$ cat src/rtl/pipelined_cla_adder_pkg.sv
// Shared constants and helpers for the MAC final-adder datapath.
// Pure declarations: no logic, no latency, no flow control.
package mac_pkg;
  localparam int LA_GRP  = 4;
  localparam int MAC_A_W = 33;
  localparam int MAC_B_W = 34;
  localparam int MAC_S_W = 34;

  function automatic int ceil_div(input int n, input int d);
    return (n + d - 1) / d;
  endfunction
endpackage

$ cat src/rtl/pipelined_cla_adder_if.sv
// Operand/result stream bundle for the pipelined adder.
// Valid/ready in both directions; the master is the source of operands and sink of results.
interface pipelined_cla_adder_if #(
  parameter int A_W = 33,
  parameter int B_W = 34,
  parameter int S_W = 34
) ();
  logic           in_valid;
  logic           in_ready;
  logic [A_W-1:0] in_a;
  logic [B_W-1:0] in_b;
  logic           in_cin;
  logic           in_sub;
  logic           out_valid;
  logic           out_ready;
  logic [S_W-1:0] out_sum;
  logic           out_cout;
  logic           out_ovf;

  modport master (
    output in_valid, in_a, in_b, in_cin, in_sub, out_ready,
    input  in_ready, out_valid, out_sum, out_cout, out_ovf
  );

  modport slave (
    input  in_valid, in_a, in_b, in_cin, in_sub, out_ready,
    output in_ready, out_valid, out_sum, out_cout, out_ovf
  );
endinterface

$ cat src/rtl/pipelined_cla_adder_cla_block.sv
// One lookahead block: per-bit G/P, 4-bit group G/P, group-level carry chain.
// Purely combinational (0 cycles); no flow control.
module cla_block
  import mac_pkg::*;
#(
  parameter int BLK_W = 8
) (
  input  logic [BLK_W-1:0] a,
  input  logic [BLK_W-1:0] b,
  input  logic             cin,
  output logic [BLK_W-1:0] sum,
  output logic             cout,
  output logic             c_msb
);
  localparam int NGRP = ceil_div(BLK_W, LA_GRP);

  logic [BLK_W-1:0] g;
  logic [BLK_W-1:0] p;
  logic [BLK_W-1:0] c;

  assign g = a & b;
  assign p = a ^ b;

  always_comb begin
    logic gg;
    logic pp;
    logic cg;
    logic cc;
    int   idx;
    c    = '0;
    cg   = cin;
    gg   = 1'b0;
    pp   = 1'b1;
    cc   = 1'b0;
    idx  = 0;
    for (int j = 0; j < NGRP; j++) begin
      gg = 1'b0;
      pp = 1'b1;
      for (int k = 0; k < LA_GRP; k++) begin
        idx = j * LA_GRP + k;
        if (idx < BLK_W) begin
          gg = g[idx] | (p[idx] & gg);
          pp = pp & p[idx];
        end
      end
      // Bit carries inside the group start from the lookahead group carry.
      cc = cg;
      for (int k = 0; k < LA_GRP; k++) begin
        idx = j * LA_GRP + k;
        if (idx < BLK_W) begin
          c[idx] = cc;
          cc     = g[idx] | (p[idx] & cc);
        end
      end
      cg = gg | (pp & cg);
    end
    cout = cg;
  end

  assign sum   = p ^ c;
  assign c_msb = c[BLK_W-1];
endmodule

$ cat src/rtl/pipelined_cla_adder.sv
// Pipelined CLA adder/subtractor, one BLK_W block per stage with registered inter-block carry.
// Latency NUM_BLK cycles, one beat/cycle; whole pipe freezes while a result is held by out_ready=0.
module pipelined_cla_adder
  import mac_pkg::*;
#(
  parameter int A_W    = MAC_A_W,
  parameter int B_W    = MAC_B_W,
  parameter int S_W    = MAC_S_W,
  parameter int BLK_W  = 8,
  parameter int SIGNED = 0
) (
  input logic                clk,
  input logic                rst_n,
  pipelined_cla_adder_if.slave bus
);
  localparam int NUM_BLK = ceil_div(S_W, BLK_W);
  localparam int P_W     = NUM_BLK * BLK_W;
  localparam int LAST    = NUM_BLK - 1;

  if (A_W > S_W || B_W > S_W) begin : g_width_check
    $error("pipelined_cla_adder: operand wider than sum");
  end

  logic [P_W-1:0]     a_q   [NUM_BLK];
  logic [P_W-1:0]     b_q   [NUM_BLK];
  logic [P_W-1:0]     s_q   [NUM_BLK];
  logic [P_W-1:0]     s_nxt [NUM_BLK];
  logic [NUM_BLK-1:0] c_q;
  logic [NUM_BLK-1:0] sub_q;
  logic [NUM_BLK-1:0] vld_q;

  logic [BLK_W-1:0]   blk_sum [NUM_BLK];
  logic [NUM_BLK-1:0] blk_cout;
  logic [NUM_BLK-1:0] blk_cmsb;

  logic [S_W-1:0] a_ext;
  logic [S_W-1:0] b_ext;
  logic [P_W-1:0] a_prep;
  logic [P_W-1:0] b_prep;
  logic           cin_prep;

  logic           out_vld_q;
  logic [S_W-1:0] out_sum_q;
  logic           out_cout_q;
  logic           out_ovf_q;

  logic advance;
  logic top_cout;
  logic top_cin;
  logic top_ovf;

  assign advance      = !(out_vld_q && !bus.out_ready);
  assign bus.in_ready = advance;
  assign bus.out_valid = out_vld_q;
  assign bus.out_sum   = out_sum_q;
  assign bus.out_cout  = out_cout_q;
  assign bus.out_ovf   = out_ovf_q;

  always_comb begin
    if (SIGNED != 0) begin
      a_ext = S_W'($signed(bus.in_a));
      b_ext = S_W'($signed(bus.in_b));
    end else begin
      a_ext = S_W'(bus.in_a);
      b_ext = S_W'(bus.in_b);
    end
  end

  // Padding above S_W-1 stays zero so the partial top block never leaks bits.
  assign a_prep   = P_W'(a_ext);
  assign b_prep   = P_W'(b_ext ^ {S_W{bus.in_sub}});
  assign cin_prep = bus.in_cin ^ bus.in_sub;

  for (genvar k = 0; k < NUM_BLK; k++) begin : g_stage
    cla_block #(.BLK_W(BLK_W)) u_blk (
      .a     (a_q[k][k*BLK_W +: BLK_W]),
      .b     (b_q[k][k*BLK_W +: BLK_W]),
      .cin   (c_q[k]),
      .sum   (blk_sum[k]),
      .cout  (blk_cout[k]),
      .c_msb (blk_cmsb[k])
    );
  end

  always_comb begin
    for (int k = 0; k < NUM_BLK; k++) begin
      s_nxt[k]                    = s_q[k];
      s_nxt[k][k*BLK_W +: BLK_W] = blk_sum[k];
    end
  end

  // With a partial top block, carry out of bit S_W-1 lands in the first padding sum bit.
  if (P_W == S_W) begin : g_full_top
    assign top_cout = blk_cout[LAST];
    assign top_cin  = blk_cmsb[LAST];
  end else begin : g_part_top
    assign top_cout = s_nxt[LAST][S_W];
    assign top_cin  = s_nxt[LAST][S_W-1] ^ a_q[LAST][S_W-1] ^ b_q[LAST][S_W-1];
  end

  assign top_ovf = (SIGNED != 0) ? (top_cin ^ top_cout) : (top_cout ^ sub_q[LAST]);

  always_ff @(posedge clk) begin
    if (!rst_n) begin
      for (int k = 0; k < NUM_BLK; k++) begin
        a_q[k] <= '0;
        b_q[k] <= '0;
        s_q[k] <= '0;
      end
      c_q        <= '0;
      sub_q      <= '0;
      vld_q      <= '0;
      out_vld_q  <= 1'b0;
      out_sum_q  <= '0;
      out_cout_q <= 1'b0;
      out_ovf_q  <= 1'b0;
    end else if (advance) begin
      vld_q[0] <= bus.in_valid;
      if (bus.in_valid) begin
        a_q[0]   <= a_prep;
        b_q[0]   <= b_prep;
        s_q[0]   <= '0;
        c_q[0]   <= cin_prep;
        sub_q[0] <= bus.in_sub;
      end
      for (int k = 1; k < NUM_BLK; k++) begin
        vld_q[k] <= vld_q[k-1];
        a_q[k]   <= a_q[k-1];
        b_q[k]   <= b_q[k-1];
        s_q[k]   <= s_nxt[k-1];
        c_q[k]   <= blk_cout[k-1];
        sub_q[k] <= sub_q[k-1];
      end
      out_vld_q  <= vld_q[LAST];
      out_sum_q  <= s_nxt[LAST][S_W-1:0];
      out_cout_q <= top_cout;
      out_ovf_q  <= top_ovf;
    end
  end
endmodule

$ cat src/flat_wrapper.sv
// flat-port wrapper written by rule: the top's interface ports become plain ports
module pipelined_cla_adder_flat import mac_pkg::*;
#(
  parameter int A_W    = MAC_A_W,
  parameter int B_W    = MAC_B_W,
  parameter int S_W    = MAC_S_W,
  parameter int BLK_W  = 8,
  parameter int SIGNED = 0
)
  (clk, rst_n, bus_in_valid, bus_in_a, bus_in_b, bus_in_cin, bus_in_sub, bus_out_ready, bus_in_ready, bus_out_valid, bus_out_sum, bus_out_cout, bus_out_ovf);
  pipelined_cla_adder_if #(.A_W(A_W), .B_W(B_W), .S_W(S_W)) bus_i ();
  input logic clk;
  input logic rst_n;
  input wire logic [$bits(bus_i.in_valid)-1:0] bus_in_valid;
  input wire logic [$bits(bus_i.in_a)-1:0] bus_in_a;
  input wire logic [$bits(bus_i.in_b)-1:0] bus_in_b;
  input wire logic [$bits(bus_i.in_cin)-1:0] bus_in_cin;
  input wire logic [$bits(bus_i.in_sub)-1:0] bus_in_sub;
  input wire logic [$bits(bus_i.out_ready)-1:0] bus_out_ready;
  output wire logic [$bits(bus_i.in_ready)-1:0] bus_in_ready;
  output wire logic [$bits(bus_i.out_valid)-1:0] bus_out_valid;
  output wire logic [$bits(bus_i.out_sum)-1:0] bus_out_sum;
  output wire logic [$bits(bus_i.out_cout)-1:0] bus_out_cout;
  output wire logic [$bits(bus_i.out_ovf)-1:0] bus_out_ovf;
  assign bus_i.in_valid = bus_in_valid;
  assign bus_i.in_a = bus_in_a;
  assign bus_i.in_b = bus_in_b;
  assign bus_i.in_cin = bus_in_cin;
  assign bus_i.in_sub = bus_in_sub;
  assign bus_i.out_ready = bus_out_ready;
  assign bus_in_ready = bus_i.in_ready;
  assign bus_out_valid = bus_i.out_valid;
  assign bus_out_sum = bus_i.out_sum;
  assign bus_out_cout = bus_i.out_cout;
  assign bus_out_ovf = bus_i.out_ovf;
  pipelined_cla_adder #(.A_W(A_W), .B_W(B_W), .S_W(S_W), .BLK_W(BLK_W), .SIGNED(SIGNED)) u_core (.clk(clk), .rst_n(rst_n), .bus(bus_i));
endmodule
$ cat config.mk
export PLATFORM = sky130hd
export DESIGN_NAME = pipelined_cla_adder_flat
export DESIGN_NICKNAME = d
export VERILOG_FILES = /design/src/rtl/pipelined_cla_adder_pkg.sv /design/src/rtl/pipelined_cla_adder_if.sv /design/src/rtl/pipelined_cla_adder_cla_block.sv /design/src/rtl/pipelined_cla_adder.sv /design/src/flat_wrapper.sv
export SDC_FILE = /design/constraint.sdc
export NUM_CORES = 1
export LEC_CHECK = 0
export CORE_MARGIN = 2
export CORE_UTILIZATION = 35
export CTS_CLUSTER_DIAMETER = 40
export CTS_CLUSTER_SIZE = 30
export DETAILED_ROUTE_END_ITERATION = 10
export GPL_ROUTABILITY_DRIVEN = 0
export GPL_TIMING_DRIVEN = 0
export PLACE_DENSITY = 0.57
export SLEW_MARGIN = 20
export SYNTH_ARGS = -nofsm -noshare
export SYNTH_HDL_FRONTEND = slang
export SYNTH_SLANG_ARGS = --single-unit
export TNS_END_PERCENT = 1
$ cat constraint.sdc
create_clock -name clk -period 6.2 [get_ports clk]
set_input_delay 0.62 -clock clk [delete_from_list [all_inputs] [get_ports clk]]
set_output_delay 0.62 -clock clk [all_outputs]
set_load 0.05 [all_outputs]
==> impl_metrics.env, run 1 <==
export IMPL_cts_tree="done"
export IMPL_synth_largest_area_cell="edfxtp_1"
export IMPL_drive_above_1_share=0.0933
export IMPL_drt_total_wl_um=27400
export IMPL_synth_most_common_cell="edfxtp_1"
export IMPL_numCtsBuffers=39
export IMPL_setup_violations=0
export IMPL_synthTopCellsByCount="edfxtp_1, and3_1, nand2_1, nor2_1, dfxtp_1"
export IMPL_p_clk_frac=0.450
export IMPL_grt_busiest_layer="met2"
export IMPL_min_path_type="flop to flop"
export IMPL_num_vias=7412
export IMPL_crit_path_start_kind="input port"
export IMPL_powerDensity_nw_per_um2=305
export IMPL_netlist_area_um2=12900
export IMPL_max_stage_delay_ns=0.80
export IMPL_synth_top_area_share=0.594
export IMPL_drc=0
export IMPL_die_area_um2=38400
export IMPL_gr_usage_met3=0.0254
export IMPL_ios=111
export IMPL_core_area_um2=36400
export IMPL_peakVddDrop_mv=0.151
export IMPL_chipHeight_um=196
export IMPL_synth_distinct_cells=34
export IMPL_drt_iter0_drc=473
export IMPL_synth_edf_count=255
export IMPL_ctsHtreeMaxLevel=2
export IMPL_ys_flop_type="edfxtp_1"
export IMPL_grt_pass1_vias=7297
export IMPL_die_x_um=196
export IMPL_path_common_cell="buf_6"
export IMPL_net_switching_power_mw=1.06
export IMPL_dr_pass1_iters=5
export IMPL_viasPerCell=4.62
export IMPL_crit_path_max_fanout=10
export IMPL_crit_type="input port to primary output"
export IMPL_critical_path_depth=8
export IMPL_crit_chain="clkdlybuf4s50_1 > nor2b_4 > buf_6 > inv_2 > buf_6 > buf_6 > buf_6 > clkdlybuf4s50_1"
export IMPL_power_leakage_nw=6.95
export IMPL_n_fill_cell=3308
export IMPL_hold_buffers=0
export IMPL_seqPwrFrac=0.491
export IMPL_synth_fp_nets=1081
export IMPL_syn_area_per_cell_um2=13.6
export IMPL_fin_skew_ns=0.0152
export IMPL_io_buffer_count=109
export IMPL_arrival_ns=2.67
export IMPL_clockBufferDepth=3
export IMPL_antenna_found_initial=0
export IMPL_place_ws_ns=2.59
export IMPL_synthArstFlopShare=0
export IMPL_grt_max_degree=56
export IMPL_area_delta_synth_final_pct=24.1
export IMPL_crit_path_end_kind="primary output"
export IMPL_maxCapViolCount=0
export IMPL_ys_warn_count=0
export IMPL_max_slew_margin=0.385
export IMPL_syn_inst=950
export IMPL_fmax_ghz=0.304
export IMPL_fin_cells=1605
export IMPL_p_int_mw=3.83
export IMPL_whs_path_depth=2
export IMPL_cts_root_buffer="clkbuf_16"
export IMPL_fin_crit_ns=3.29
export IMPL_grtUsageMet2=0.237
export IMPL_worst_slew_pin_slew_ns=0.922
export IMPL_rows=70
export IMPL_cp_top_family="buffers and inverters"
export IMPL_clock_latency_ns=0.52
export IMPL_switching_share=0.217
export IMPL_finalCritPeriodShare=0.530
export IMPL_crit_slowest_cell="clkdlybuf4s50_1"
export IMPL_postCtsSetupRepairBufs=0
export IMPL_initial_utilization=0.354
export IMPL_cts_resized=0
export IMPL_rsz0062_at_grt="no"
export IMPL_drtAntennaViolNets=0
export IMPL_nets=1236
export IMPL_ys_seq_area_frac=0.675
export IMPL_grt_ovfl_total=0
export IMPL_worstRegToRegCells=9
export IMPL_ys_top_cells_by_area="edfxtp_1, and3_1, dfxtp_1"
export IMPL_combPwrFrac=0.059
export IMPL_wl_per_cell_um=17.1
export IMPL_fin_area_um2=16000
export IMPL_finalMaxSlewViolations=0
export IMPL_grt_pass1_wl_um=42400
export IMPL_ys_ff_latch=307
export IMPL_clock_sinks=307
export IMPL_placed_area_um2=14700
export IMPL_hold_viol=0
export IMPL_setup_ws_ns=2.91
export IMPL_clkTransAtPathRegs_ns=0.06
export IMPL_placed_cells=1532
export IMPL_grtUsageMet1=0.198
export IMPL_dp_hpwl_um=19900
export IMPL_status="completed"
export IMPL_grt_total_usage=0.145
export IMPL_crit_required_ns=5.58
export IMPL_critPathBufInv=7
through the flow:
stage / total power, mW / setup TNS, ns / utilization / hold slack [ns]
floorplan: 2.60 / 0 / - / 0.431
global placement: 2.73 / -491.42 / 0.400 / 0.438
detailed placement: 2.74 / 0 / 0.404 / 0.445
CTS: 4.94 / 0 / 0.439 / 0.452
global route: 5.07 / 0 / 0.439 / 0.468
finish: 4.88 / 0 / 0.439 / 0.450
sequential cells by signal, summed over array words and instances, names as in the netlist, 5 cells and up:
| signal | flops |
|---|---|
| u_core.b_q | 90 |
| u_core.a_q | 85 |
| u_core.s_q | 80 |
| u_core.bus.out_sum | 34 |
| u_core.c_q | 5 |
| u_core.sub_q | 5 |
| u_core.vld_q | 5 |
cell usage in the layout, fill, tap and decap left out, types with 10 or more instances in the layout:
cell / synthesis / final
and3_1: 209 / 209
ha_1: 33 / 33
edfxtp_1: 255 / 255
nand2_1: 90 / 88
buf_2: 14 / 14
dfxtp_1: 52 / 52
a21oi_1: 34 / 34
clkbuf_2: 10 / 10
nor2_1: 57 / 57
xnor2_1: 43 / 43
clkdlybuf4s50_1: 0 / 109
inv_1: 20 / 20
clkbuf_16: 0 / 41
fa_1: 25 / 25
clkbuf_1: 38 / 45
path summary, 6_finish.rpt:
| kind | start | to | slack, ns |
|---|---|---|---|
| min | u_core.bus.out_sum[6] | u_core.bus.out_sum[6] | 0.45 |
| max reg2reg | u_core.b_q[0][48] | u_core.s_q[2][15] | 3.03 |
| max | bus_out_ready | bus_in_ready | 2.91 |
| min reg2reg | u_core.bus.out_sum[6] | u_core.bus.out_sum[6] | 0.45 |
per-layer routing:
metal / up-vias / share of wire
met3: 37 / 0.045
met5: - / 0
met1: 3478 / 0.47
met2: 169 / 0.47
met4: 0 / 0.019
li1: 3728 / -
power by group through the flow:
stage          clock network [mW]  registers, mW  logic [mW]
2_1_floorplan                   0           2.44       0.162
3_3_place_gp                    0           2.44       0.286
3_5_place_dp                    0           2.44       0.295
4_1_cts                      2.24           2.40       0.296
5_1_grt                      2.33           2.41       0.327
6_report                     2.20           2.40       0.290
cells by family (layout without fill, tap and decap cells):
kind of cell    after synthesis  in the layout  synth area share
flops                       307            307             0.675
buf+inv                      94            280            0.0350
simple gates                368            368             0.151
compound gates               79             79            0.0383
fa+ha+maj                    58             58            0.0709
xor+xnor                     44             44            0.0299
other cells                   0              1                 0
worst min-delay path: cells and delay by family, from the launching register on:
kind / cells / cell delay [ns]
compound gates: 1 / 0.05
simple gates: 1 / 0.05
flops: 1 / 0.30
area by class of cell:
| type | count | area (um^2) | area share |
|---|---|---|---|
| sequential | 307 | 8700 | 0.544 |
| multi-input combinational | 549 | 3750 | 0.234 |
| timing repair buffer | 114 | 1220 | 0.0764 |
| clock buffer | 50 | 1080 | 0.0675 |
| tap | 468 | 586 | 0.0366 |
| buffer | 72 | 368 | 0.0230 |
| clock inverter | 22 | 204 | 0.0128 |
| inverter | 22 | 82.6 | 0.00516 |
| antenna | 1 | 2.50 | 0.000157 |
(Power assumes the default switching activity.)
==> inputs of run 2 (changes only) <==
Settings changed: PLACE_DENSITY 0.57 to 0.59.
Clock period 6.2 ns to 2.9 ns, I/O delays scaled along.
==> run 2 against run 1 <==
Largest power group unchanged. Cell area up 0.78%. Via count up 1.3%. Clock-buffer cell count did not move. First-iteration DRC count grew 1.9%. Largest cell class unchanged. Non-clock buffer count grew 2. Cell count is essentially flat. Die area is the same. Sequential cell count stayed put. Critical path type is now flop to flop. Global-route usage is 0.080 points lower. Register-to-register slack got worse by 3.0 ns. Power rose by 120%.
==> impl_metrics.env, run 2 (synthesis gave the netlist of run 1 again) <==
export IMPL_crit_type="flop to flop"
export IMPL_wl_per_cell_um=17.1
export IMPL_fin_crit_ns=2.85
export IMPL_dr_pass1_iters=5
export IMPL_power_leakage_nw=6.96
export IMPL_area_delta_synth_final_pct=25.1
export IMPL_grt_total_usage=0.144
export IMPL_rows=70
export IMPL_drt_iter0_drc=482
export IMPL_powerDensity_nw_per_um2=658
export IMPL_diodes=0
export IMPL_peakVddDrop_mv=0.416
export IMPL_antenna_found_initial=0
export IMPL_ctsHtreeMaxLevel=2
export IMPL_drc=0
export IMPL_clock_latency_ns=0.52
export IMPL_io_buffer_count=109
export IMPL_die_x_um=196
export IMPL_num_vias=7505
export IMPL_setup_violations=0
export IMPL_cts_root_buffer="clkbuf_16"
export IMPL_numCtsBuffers=40
export IMPL_die_area_um2=38400
export IMPL_grt_pass1_vias=7537
export IMPL_hold_viol=0
export IMPL_crit_path_start_kind="flop"
export IMPL_drtAntennaViolNets=0
export IMPL_drive_above_1_share=0.120
export IMPL_drt_total_wl_um=27500
export IMPL_top_regs="u_core.b_q x90, u_core.a_q x85, u_core.s_q x80"
export IMPL_layout_commonest_cell="edfxtp_1"
export IMPL_viasPerCell=4.67
export IMPL_most_common_layout_cells="edfxtp_1, and3_1, clkdlybuf4s50_1, nand2_1, nor2_1"
export IMPL_core_area_um2=36400
export IMPL_hold_buffers=0
export IMPL_arrival_ns=3.11
export IMPL_maxCapViolCount=0
export IMPL_clkTransAtPathRegs_ns=0.06
export IMPL_crit_required_ns=3.17
export IMPL_grt_pass1_wl_um=42500
export IMPL_status="completed"
export IMPL_fmax_ghz=0.351
export IMPL_nets=1239
export IMPL_finalMaxSlewViolations=0
export IMPL_max_slew_margin=0.529
export IMPL_grt_max_degree=86
export IMPL_dp_hpwl_um=19900
export IMPL_finalCritPeriodShare=0.982
export IMPL_finalHoldWorstSlack_ns=0.207
export IMPL_clockBufferDepth=3
export IMPL_worst_slew_pin_slew_ns=0.707
export IMPL_min_path_type="input port to flop"
export IMPL_fin_skew_ns=0.0121
export IMPL_ios=111
export IMPL_largest_reg_flops=90
export IMPL_crit_path_max_fanout=2
export IMPL_crit_path_end_kind="flop"
export IMPL_utilization=0.442
export IMPL_regMostFlops="u_core.b_q"
export IMPL_cts_tree="done"
export IMPL_grt_ovfl_total=0
export IMPL_chipHeight_um=196
export IMPL_initial_utilization=0.354
export IMPL_clock_sinks=307
[run 2: worst paths after layout]
kind,start,to,slack (ns),depth (start not counted)
hold / removal,bus_in_sub,u_core.sub_q[0],0.21,3
setup / recovery,u_core.b_q[0][144],u_core.s_q[4][30],0.05,8
hold reg to reg,u_core.vld_q[1],u_core.vld_q[1],0.45,2
setup reg to reg,u_core.b_q[0][144],u_core.s_q[4][30],0.05,8
[run 2: metrics by stage]
stage          power (mW)  cells  worst slack (ns)  instance area (um^2)  TNS [ns]
2_1_floorplan        5.56    950            -0.227                 12900    -15.54
3_3_place_gp         5.83   1527             -1.95                 14600   -401.57
3_5_place_dp         5.85   1530            -0.662                 14700   -102.53
4_1_cts              10.7   1602           -0.0227                 16100   -0.0227
5_1_grt              11.0   1606           -0.0226                 16100   -0.0383
6_report             10.6   1606            0.0527                 16100         0
[run 2: layout make-up]
type | count | area (um^2)
Multi-Input combinational cell | 549 | 3840
Inverter | 22 | 82.6
Fill cell | 3340 | 20300
Clock inverter | 22 | 215
Sequential cell | 307 | 8700
Timing Repair Buffer | 116 | 1200
Clock buffer | 50 | 1120
Tap cell | 468 | 586
Buffer | 72 | 369
[run 2: what timing repair did]
action,4_1_cts,5_1_grt
setup endpoints to repair,88,8
pin swaps,13,9
resized for setup,16,6
setup buffers,0,4
[run 2: worst max-delay path, cell delays in order, from the launching register on]
cell and delay (ns):
edfxtp_1 0.42, ha_1 0.33, a211oi_2 0.19, o21bai_1 0.10, a21o_1 0.19, fa_2 0.35, fa_2 0.39, fa_2 0.43
and3_4 0.19
[run 2: layer usage]
layer  global-route usage  vias up  wire length (um)
met2                0.236      185             12800
li1                     -     3736                 -
met3               0.0291       45              1500
met5                    0        -                 0
met4               0.0421        0               631
met1                0.193     3539             12500
[run 2: where the power goes]
group          total [mW]  internal [mW]  leakage [nW]  switching, mW
Combinational       0.643          0.317          2.91          0.325
Sequential           5.13           5.03          3.41         0.0950
Clock                4.83           2.96         0.640           1.87
